[src/rtl/inst_prefetch_buffer.sv]
// Sequential instruction prefetcher: keeps a small circular buffer of words at
// head_addr, head_addr+STEP, ... and restarts from any non-sequential fetch.
module inst_prefetch_buffer #(
    parameter int DEPTH = 4,
    parameter int STEP  = 4
) (
    input  logic        clk,
    input  logic        reset,
    input  logic [31:0] fetch_addr,
    input  logic        fetch_valid,
    output logic [31:0] fetch_data,
    output logic        fetch_ready,
    output logic [31:0] mem_addr,
    output logic        mem_valid,
    input  logic [31:0] mem_data,
    input  logic        mem_ready
);
    localparam int PTR_W = (DEPTH > 1) ? $clog2(DEPTH) : 1;
    localparam int CNT_W = $clog2(DEPTH + 1);
    localparam logic [CNT_W-1:0] FULL   = CNT_W'(DEPTH);
    localparam logic [31:0]      STEP_W = 32'(STEP);

    typedef enum logic [1:0] {
        IDLE,
        REQ,
        STALE
    } req_state_e;

    req_state_e       state_q, state_d;
    logic [31:0]      buf_q [DEPTH];
    logic [PTR_W-1:0] head_ptr_q, head_ptr_d;
    logic [CNT_W-1:0] count_q, count_d;
    logic [31:0]      head_addr_q, head_addr_d;
    logic [31:0]      mem_addr_q, mem_addr_d;
    logic [31:0]      next_seq;
    logic [PTR_W-1:0] fill_ptr;
    logic             hit, redirect, fill;

    always_comb begin
        hit      = fetch_valid && (count_q != '0) && (fetch_addr == head_addr_q);
        redirect = fetch_valid && (fetch_addr != head_addr_q);
        fill     = (state_q == REQ) && mem_ready && !redirect;
        // Fill slot uses the pre-pop pointer so a simultaneous hit cannot shift it.
        fill_ptr = head_ptr_q + count_q[PTR_W-1:0];

        head_ptr_d = hit ? head_ptr_q + PTR_W'(1) : head_ptr_q;

        if (redirect) begin
            count_d     = '0;
            head_addr_d = fetch_addr;
        end else begin
            count_d     = count_q + CNT_W'(fill) - CNT_W'(hit);
            head_addr_d = hit ? head_addr_q + STEP_W : head_addr_q;
        end

        next_seq = head_addr_d + 32'(count_d) * STEP_W;
    end

    always_comb begin
        state_d    = state_q;
        mem_addr_d = mem_addr_q;
        unique case (state_q)
            IDLE: begin
                if (count_d < FULL) begin
                    state_d    = REQ;
                    mem_addr_d = next_seq;
                end
            end
            REQ: begin
                if (mem_ready) begin
                    // A redirect leaves count_d at zero, so this reissues at fetch_addr.
                    if (count_d < FULL) begin
                        state_d    = REQ;
                        mem_addr_d = next_seq;
                    end else begin
                        state_d = IDLE;
                    end
                end else if (redirect) begin
                    state_d = STALE;
                end
            end
            STALE: begin
                if (mem_ready) begin
                    state_d = IDLE;
                end
            end
            default: state_d = IDLE;
        endcase
    end

    always_ff @(posedge clk or negedge reset) begin
        if (!reset) begin
            state_q     <= IDLE;
            head_ptr_q  <= '0;
            count_q     <= '0;
            head_addr_q <= '0;
            mem_addr_q  <= '0;
        end else begin
            state_q     <= state_d;
            head_ptr_q  <= head_ptr_d;
            count_q     <= count_d;
            head_addr_q <= head_addr_d;
            mem_addr_q  <= mem_addr_d;
        end
    end

    always_ff @(posedge clk) begin
        if (fill) begin
            buf_q[fill_ptr] <= mem_data;
        end
    end

    assign fetch_ready = hit;
    assign fetch_data  = buf_q[head_ptr_q];
    assign mem_valid   = (state_q != IDLE);
    assign mem_addr    = mem_addr_q;

endmodule

[config.mk]
export PLATFORM = sky130hd
export DESIGN_NAME = inst_prefetch_buffer
export DESIGN_NICKNAME = d
export VERILOG_FILES = /design/src/rtl/inst_prefetch_buffer.sv
export SDC_FILE = /design/constraint.sdc
export NUM_CORES = 1
export LEC_CHECK = 0
export CAP_MARGIN = 40
export CORE_MARGIN = 2
export CORE_UTILIZATION = 49
export DETAILED_ROUTE_END_ITERATION = 8
export PLACE_DENSITY = 0.76
export SLEW_MARGIN = 10
export SYNTH_ARGS = -nofsm -noshare
export SYNTH_HDL_FRONTEND = slang
export SYNTH_SLANG_ARGS = --single-unit
export TNS_END_PERCENT = 50
[constraint.sdc]
create_clock -name clk -period 7.1 [get_ports clk]
set_input_delay 2.13 -clock clk [delete_from_list [all_inputs] [get_ports clk]]
set_output_delay 2.13 -clock clk [all_outputs]
set_load 0.05 [all_outputs]
Word-level counts from Yosys, hierarchy flattened
Memory sizes are Yosys's and may differ from the RTL's.
Index checks and enable logic that the tools add are counted.
- bits in registers: 71
- latch bits: 0
- memory bits (writable): 128
- ROM bits: 0
- input bits: 68
- output and inout bits: 66
- word-level logic and storage cells: 47
- memories: 1
- $add $sub $neg: 6
- multipliers: 0
- div/mod/pow operators: 0
- $lt $le $gt $ge: 1
- equality and inequality tests: 8
- shift-type cells: 0
- muxes and demuxes: 14
- bitwise operators: 0
- reductions and logical operators: 12
- memories (name ; depth ; width ; rd ports ; clocked after Yosys merged registers in ; write ports ; RTL line ; text):
    buf_q ; 4 ; 32 ; 1 ; 0 ; 1 ; 30 ; logic [31:0] buf_q [DEPTH];
- operators by type and width (cell ; number):
    $mux W32 ; 4
    $pmux W32 S2 ; 1
    $add A32 B3 Y32 const B ; 1
    $add A32 B5 Y32 ; 1
    $eq A32 B32 Y1 ; 1
    $ne A32 B32 Y1 ; 1
    $mux W2 ; 4
    $ne A2 B2 Y1 const B ; 3
    $pmux W2 S3 ; 1
    $logic_and A1 B1 Y1 ; 5
    $reduce_bool A2 Y1 ; 2
    $add A3 B1 Y3 ; 1
    $lt A3 B3 Y1 const B ; 1
    $mux W1 ; 3
    $mux W3 ; 1
    $ne A3 B3 Y1 const B ; 1
    $reduce_and A3 Y1 ; 1
    $reduce_bool A3 Y1 ; 1
    $sub A3 B1 Y3 ; 1
    $add A2 B1 Y2 const B ; 1
    $add A2 B2 Y2 ; 1
    $eq A2 B1 Y1 const B ; 1
    $eq A2 B2 Y1 const B ; 1
    $logic_not A2 Y1 ; 1
    other kinds (2) ; 2

Longest topological paths before layout
- word-level depth: 11
- gate-level depth with buffers: 22
- mapped depth without buffers: 19

Least setup slack after synthesis
No wires, ideal clock.
- path type: input to register
- start: input fetch_addr[28]
- end: register mem_addr_q[25] (netlist: mem_addr[25])
- data arrival time: 7.139 ns
- slack: -0.172 ns
- cell stages on the path: 21
- path buffers: 2
- cell sequence: xor2_1 nor4_2 and4_1 nand2_1 buf_2 clkbuf_1 nor2_1 ha_1 inv_1 ha_1 fa_1 and2_1 ha_1 a21o_1 nand2_1 a211o_1 a211oi_2 nand3_1 nor4_1 xnor2_1 o21ai_0
- RTL lines (element ; RTL line ; text):
    start, declared ; 9 ; input logic [31:0] fetch_addr,
    $eq A32 B32 Y1 (*) ; 40 ; hit = fetch_valid && (count_q != '0) && (fetch_addr == head_addr_q);
    $logic_and A1 B1 Y1 (*) ; 40 ;
    via fetch_ready ; 12 ; output logic fetch_ready,
    $sub A3 B1 Y3 (*) ; 52 ; count_d = count_q + CNT_W'(fill) - CNT_W'(hit);
    $mux W3 (*) ; 48 ; if (redirect) begin
    via count_d[1] ; 32 ; logic [CNT_W-1:0] count_q, count_d;
    $add A32 B5 Y32 or $lt A3 B3 Y1 (tied branches) ; 56, 64, 72 ;
    $mux W32 (*) ; 64, 72 ;
    $mux W32 ; 70 ; if (mem_ready) begin
    $pmux W32 S2 (*) ; 62 ; unique case (state_q)
    end signal, assigned ; 103 ; mem_addr_q <= mem_addr_d;
    end, declared ; 34 ; logic [31:0] mem_addr_q, mem_addr_d;
The timed path passes the listed nets; every way through them passes the cells marked *. The select of a mux whose other input is x is not followed.
A chain may end at the register's enable or synchronous reset.

Final worst setup path
- start: input fetch_addr[9]
- end: register mem_addr_q[25] (netlist: mem_addr[25])
- longest elaborated chain between the ends: 11
- RTL lines (element ; RTL line ; text):
    $ne A32 B32 Y1 ; 41 ; redirect = fetch_valid && (fetch_addr != head_addr_q);
    $logic_and A1 B1 Y1 ; 41 ;
    $logic_not A1 Y1 ; 42 ; fill = (state_q == REQ) && mem_ready && !redirect;
    $logic_and A1 B1 Y1 ; 42 ;
    $add A3 B1 Y3 ; 52 ;
    $sub A3 B1 Y3 ; 52 ;
    $mux W3 (*) ; 48 ;
    via count_d[1] ; 32 ;
    $add A32 B5 Y32 or $lt A3 B3 Y1 (tied branches) ; 56, 64, 72 ;
    $mux W32 (*) ; 64, 72 ;
    $mux W32 ; 70 ;
    $pmux W32 S2 (*) ; 62 ;
Marks and branches as above.

==> summary.md <==
Standard cell with the maximum stage delay on the critical path: nor4_1. Once placement finished, the instance area stood at 0.0113 mm². In this run the mean area of a mapped cell was 13.0 µm². Clock-pin slew was measured on the worst setup and hold paths at 0.08 ns. For the clock network latency to the later pin of the worst-skew pair, the log shows 0.44 ns. The sequential element share of the synthesized area came out at 0.590.

Yosys attributes the largest share of cell area to edfxtp_1 40%, dfrtp_1 19%, mux4_2 7.6%. The power share of the combinational group was 0.238; the die area was 0.0206 mm². The static power due to leakage was 4.21 nW. Derived from the worst setup path, the maximum achievable clock frequency is 0.147 GHz.

The tool flagged a number of max-cap violations equal to 0. Post-CTS timing repair inserted 0 buffers for setup. The global router's overall resource usage was 0.229. The power density over the cells works out to 265 mW/mm². The setup path with the least slack is of type in -> reg. The tools report the cell count after synthesis as 730.

Entering global routing, the biggest net connects 47 pins. During placement, the flow inserted port buffers numbering 133. The logs give 0 for the final-report hold violation count and 0.0115 ns for the clock skew. For this run, the number of standard cells in the final layout without fillers is 1152.

For the starting density of the core, the log shows 0.504. The horizontal die dimension came out at 143 µm. In this run the core area contains 50 standard-cell rows.

Yosys mapped the design onto 70 distinct sky130hd cell types. The share of the synthesized area in the top cell type is 0.404, and the top fanout value on the critical path is 5. The shortest clock period the worst path allows after layout is 6.79 ns, and the slack of the critical path is 0.307 ns. The critical path contains buffers and inverters numbering 2 combined. Setup total negative slack on the finished layout was measured at 0 ns.

Setup repair after global routing left no endpoint under its margin. Timing analysis after detailed placement gives a worst setup slack of -0.384 ns. In the final layout, the multi-input gates occupy 0.00370 mm². Synthesis inferred 199 register bits. Switching part of the total: 0.342.

Summing over every cut layer, the via total after detailed routing is 6731. The biggest area contributor in the post-synthesis netlist is edfxtp_1. Worst max-slew margin expressed relative to the limit: 0.340.

The flow ran to the end, and the final reports show no timing, DRC or antenna violations. The tree built by TritonCTS fans out to 199 sinks. In the routed design, unresolved DRC markers number 0. Actual transition at the worst max-transition pin: 0.981 ns. Count of instances resized after the clock tree is built: 0. The most numerous cell type found on the critical path is ha_1. The number of setup violations in the final report was 0; the number of buffers created by CTS was 17. The total grt overflow was 0. For the number of buffers added to fix hold violations after cts, the log shows 0. The number of placed instances, taps included, is 1120. The logs give 2 for the number of buffers on the longest clock path and 1427 for the filler cell count.

The fraction of layout instances using a drive strength above 1 works out to 0.160. In this design, the stage delay of the slowest critical-path cell is 0.51 ns. The tools report the launching element type of the critical path as a primary input. The logs give 0 for the number of inserted diodes and 16200 µm for the sum of net half-perimeters after detailed placement. The wire length of the first global-routing pass is 35500 µm. The initial detailed-routing violation count was 617. The final layout contains 955 nets. Power comes to 0.00318 W. The area growth from synthesis to layout is 25.7%. The via count of the first global-routing pass was 6456. The primary flip-flop cell chosen by synthesis mapping was edfxtp_1. Family with the most delay on the worst path: simple AND/OR/NAND/NOR gates. The overall die height is 143 µm, and the global placer's final weighted congestion is 0.907. CTS placed an instance of clkbuf_16 at the clock tree root. The count of final max-slew check failures came out at 0.

The sort of element at the end of the critical path is a flop. The count of pins on the block boundary is 134. In this run the worst hold path is classified as reg -> reg.

The tools report the clock network fraction of total power as 0.321. CTS built an H-tree with a depth of 4. For the sequential share of power, the log shows 0.441. The logs give 23100 µm for the sum of routed wire length over all layers and 188 µV for the worst supply voltage drop on vdd.

Counting every net in the synthesized netlist gives 806. Dividing the detail-routed wire length by the instance count gives 20.0 µm. The internal power summed over all cells came out at 0.00209 W.

Ranked by instance count, the synthesized netlist is headed by 128 x edfxtp_1, 82 x nand2_1, 71 x dfrtp_1. The required arrival time at the worst endpoint is 7.41 ns, and the number of antenna violations at the first check in global routing is 0. TritonCTS built the clock tree. The signal on the critical path passes through clkdlybuf4s50_1 > xor2_1 > nor4_1 > nand4_2 > o21ai_2 > nand4b_1 > ha_1 > inv_1 > ha_1 > fa_1 > and2_1 > ha_1 > a21o_1 > nand2_1 > a211o_1 > a211oi_4 > nand3_1 > nor4_1 > xnor2_1 > o21ai_0.

After routing the design area is 0.0120 mm². Using the TritonRoute via totals, the vias-per-cell ratio works out to 5.84. The mapped netlist covers 0.00952 mm².

In the final layout, flip-flops and latches occupy 0.00562 mm². For the synthesis warning total, the log shows 0. In the post-synthesis netlist, the cell with the most instances is edfxtp_1. The run gives 5 as the count of TritonRoute iterations in the first routing pass. The critical path data arrival time was 7.10 ns. The async set or reset register ratio after synthesis is 0.357, and the net switching power is 0.00109 W. In this run the remaining antenna-violating nets after routing total 0. Yosys mapped a number of flops with a built-in enable equal to 128.

The share of the clock period used by the worst path is 0.957. The region available for standard cell placement spans 0.0189 mm².
==> cells by family after synthesis <==
group / after synthesis / synth area share
mux: 37 / 0.0813
buf+inv: 56 / 0.0244
fa+ha+maj: 8 / 0.0121
flops: 199 / 0.590
xor+xnor: 67 / 0.0616
compound gates: 114 / 0.0848
simple gates: 249 / 0.145
==> power by group through the flow <==
stage          logic, W  registers [W]  clock network, W
3_5_place_dp   0.000751        0.00142                 0
4_1_cts        0.000756        0.00140           0.00103
6_report       0.000754        0.00140           0.00102
2_1_floorplan  0.000263        0.00162                 0
3_3_place_gp   0.000741        0.00142                 0
5_1_grt        0.000798        0.00141           0.00108
==> cell type report <==
cell class / count / share of cell area
flip-flops and latches: 199 / 0.470
multi-input cells: 475 / 0.309
repair buffers: 163 / 0.133
clock buffers: 17 / 0.0355
well taps: 260 / 0.0272
clock inverters: 15 / 0.0185
inverters: 23 / 0.00721
==> worst paths after layout <==
check / from / endpoint / slack (ns) / cells after the start
setup / recovery: fetch_addr[9] / mem_addr[25] / 0.31 / 20
hold / removal: mem_addr[15] / mem_addr[15] / 0.48 / 2
setup reg to reg: head_addr_q[17] / mem_addr[25] / 2.03 / 19
hold reg to reg: mem_addr[15] / mem_addr[15] / 0.48 / 2
max in group asynchronous: reset / head_addr_q[24] / 4.92 / 2
min in group asynchronous: reset / mem_addr[8] / 1.62 / 1
==> flip-flops by register name, summed over array words and instances (netlist names) <==
register and count:
buf_q 128, count_q 3, head_addr_q 32, head_ptr_q 2
mem_addr 32, state_q 2
==> through the flow <==
step | hold slack, ns | util
5_1_grt | 0.515 | 0.634
2_1_floorplan | 0.480 | -
4_1_cts | 0.488 | 0.633
3_3_place_gp | 0.463 | 0.597
6_report | 0.482 | 0.634
3_5_place_dp | 0.469 | 0.599
==> layout by cell type, fill, tap and decap left out, drive strengths merged, types with 23 or more instances in the layout <==
cell,instances
buf,31
clkdlybuf4s50,131
dfrtp,71
edfxtp,128
inv,31
mux4,32
nand2,82
nand3,26
nor2,39
nor4,23
o21ai,41
xnor2,26
xor2,41
==> routing by layer <==
layer	track usage	vias to the layer above	part of all wire
li1	-	3058	-
met1	0.326	3343	0.43
met2	0.358	290	0.47
met3	0.0423	40	0.073
met4	0.0784	0	0.023
met5	0	-	0
==> worst register-to-register path: stages (launching register included) <==
cell and delay, ns:
dfrtp_1 0.47, xor2_1 0.20, nor4_1 0.47, nand4_2 0.18, o21ai_2 0.17, nand4b_1 0.17, ha_1 0.32, inv_1 0.04
ha_1 0.18, fa_1 0.42, and2_1 0.19, ha_1 0.29, a21o_1 0.14, nand2_1 0.06, a211o_1 0.36, a211oi_4 0.45
nand3_1 0.23, nor4_1 0.35, xnor2_1 0.16, o21ai_0 0.10
Power figures use the tool's default switching activity.
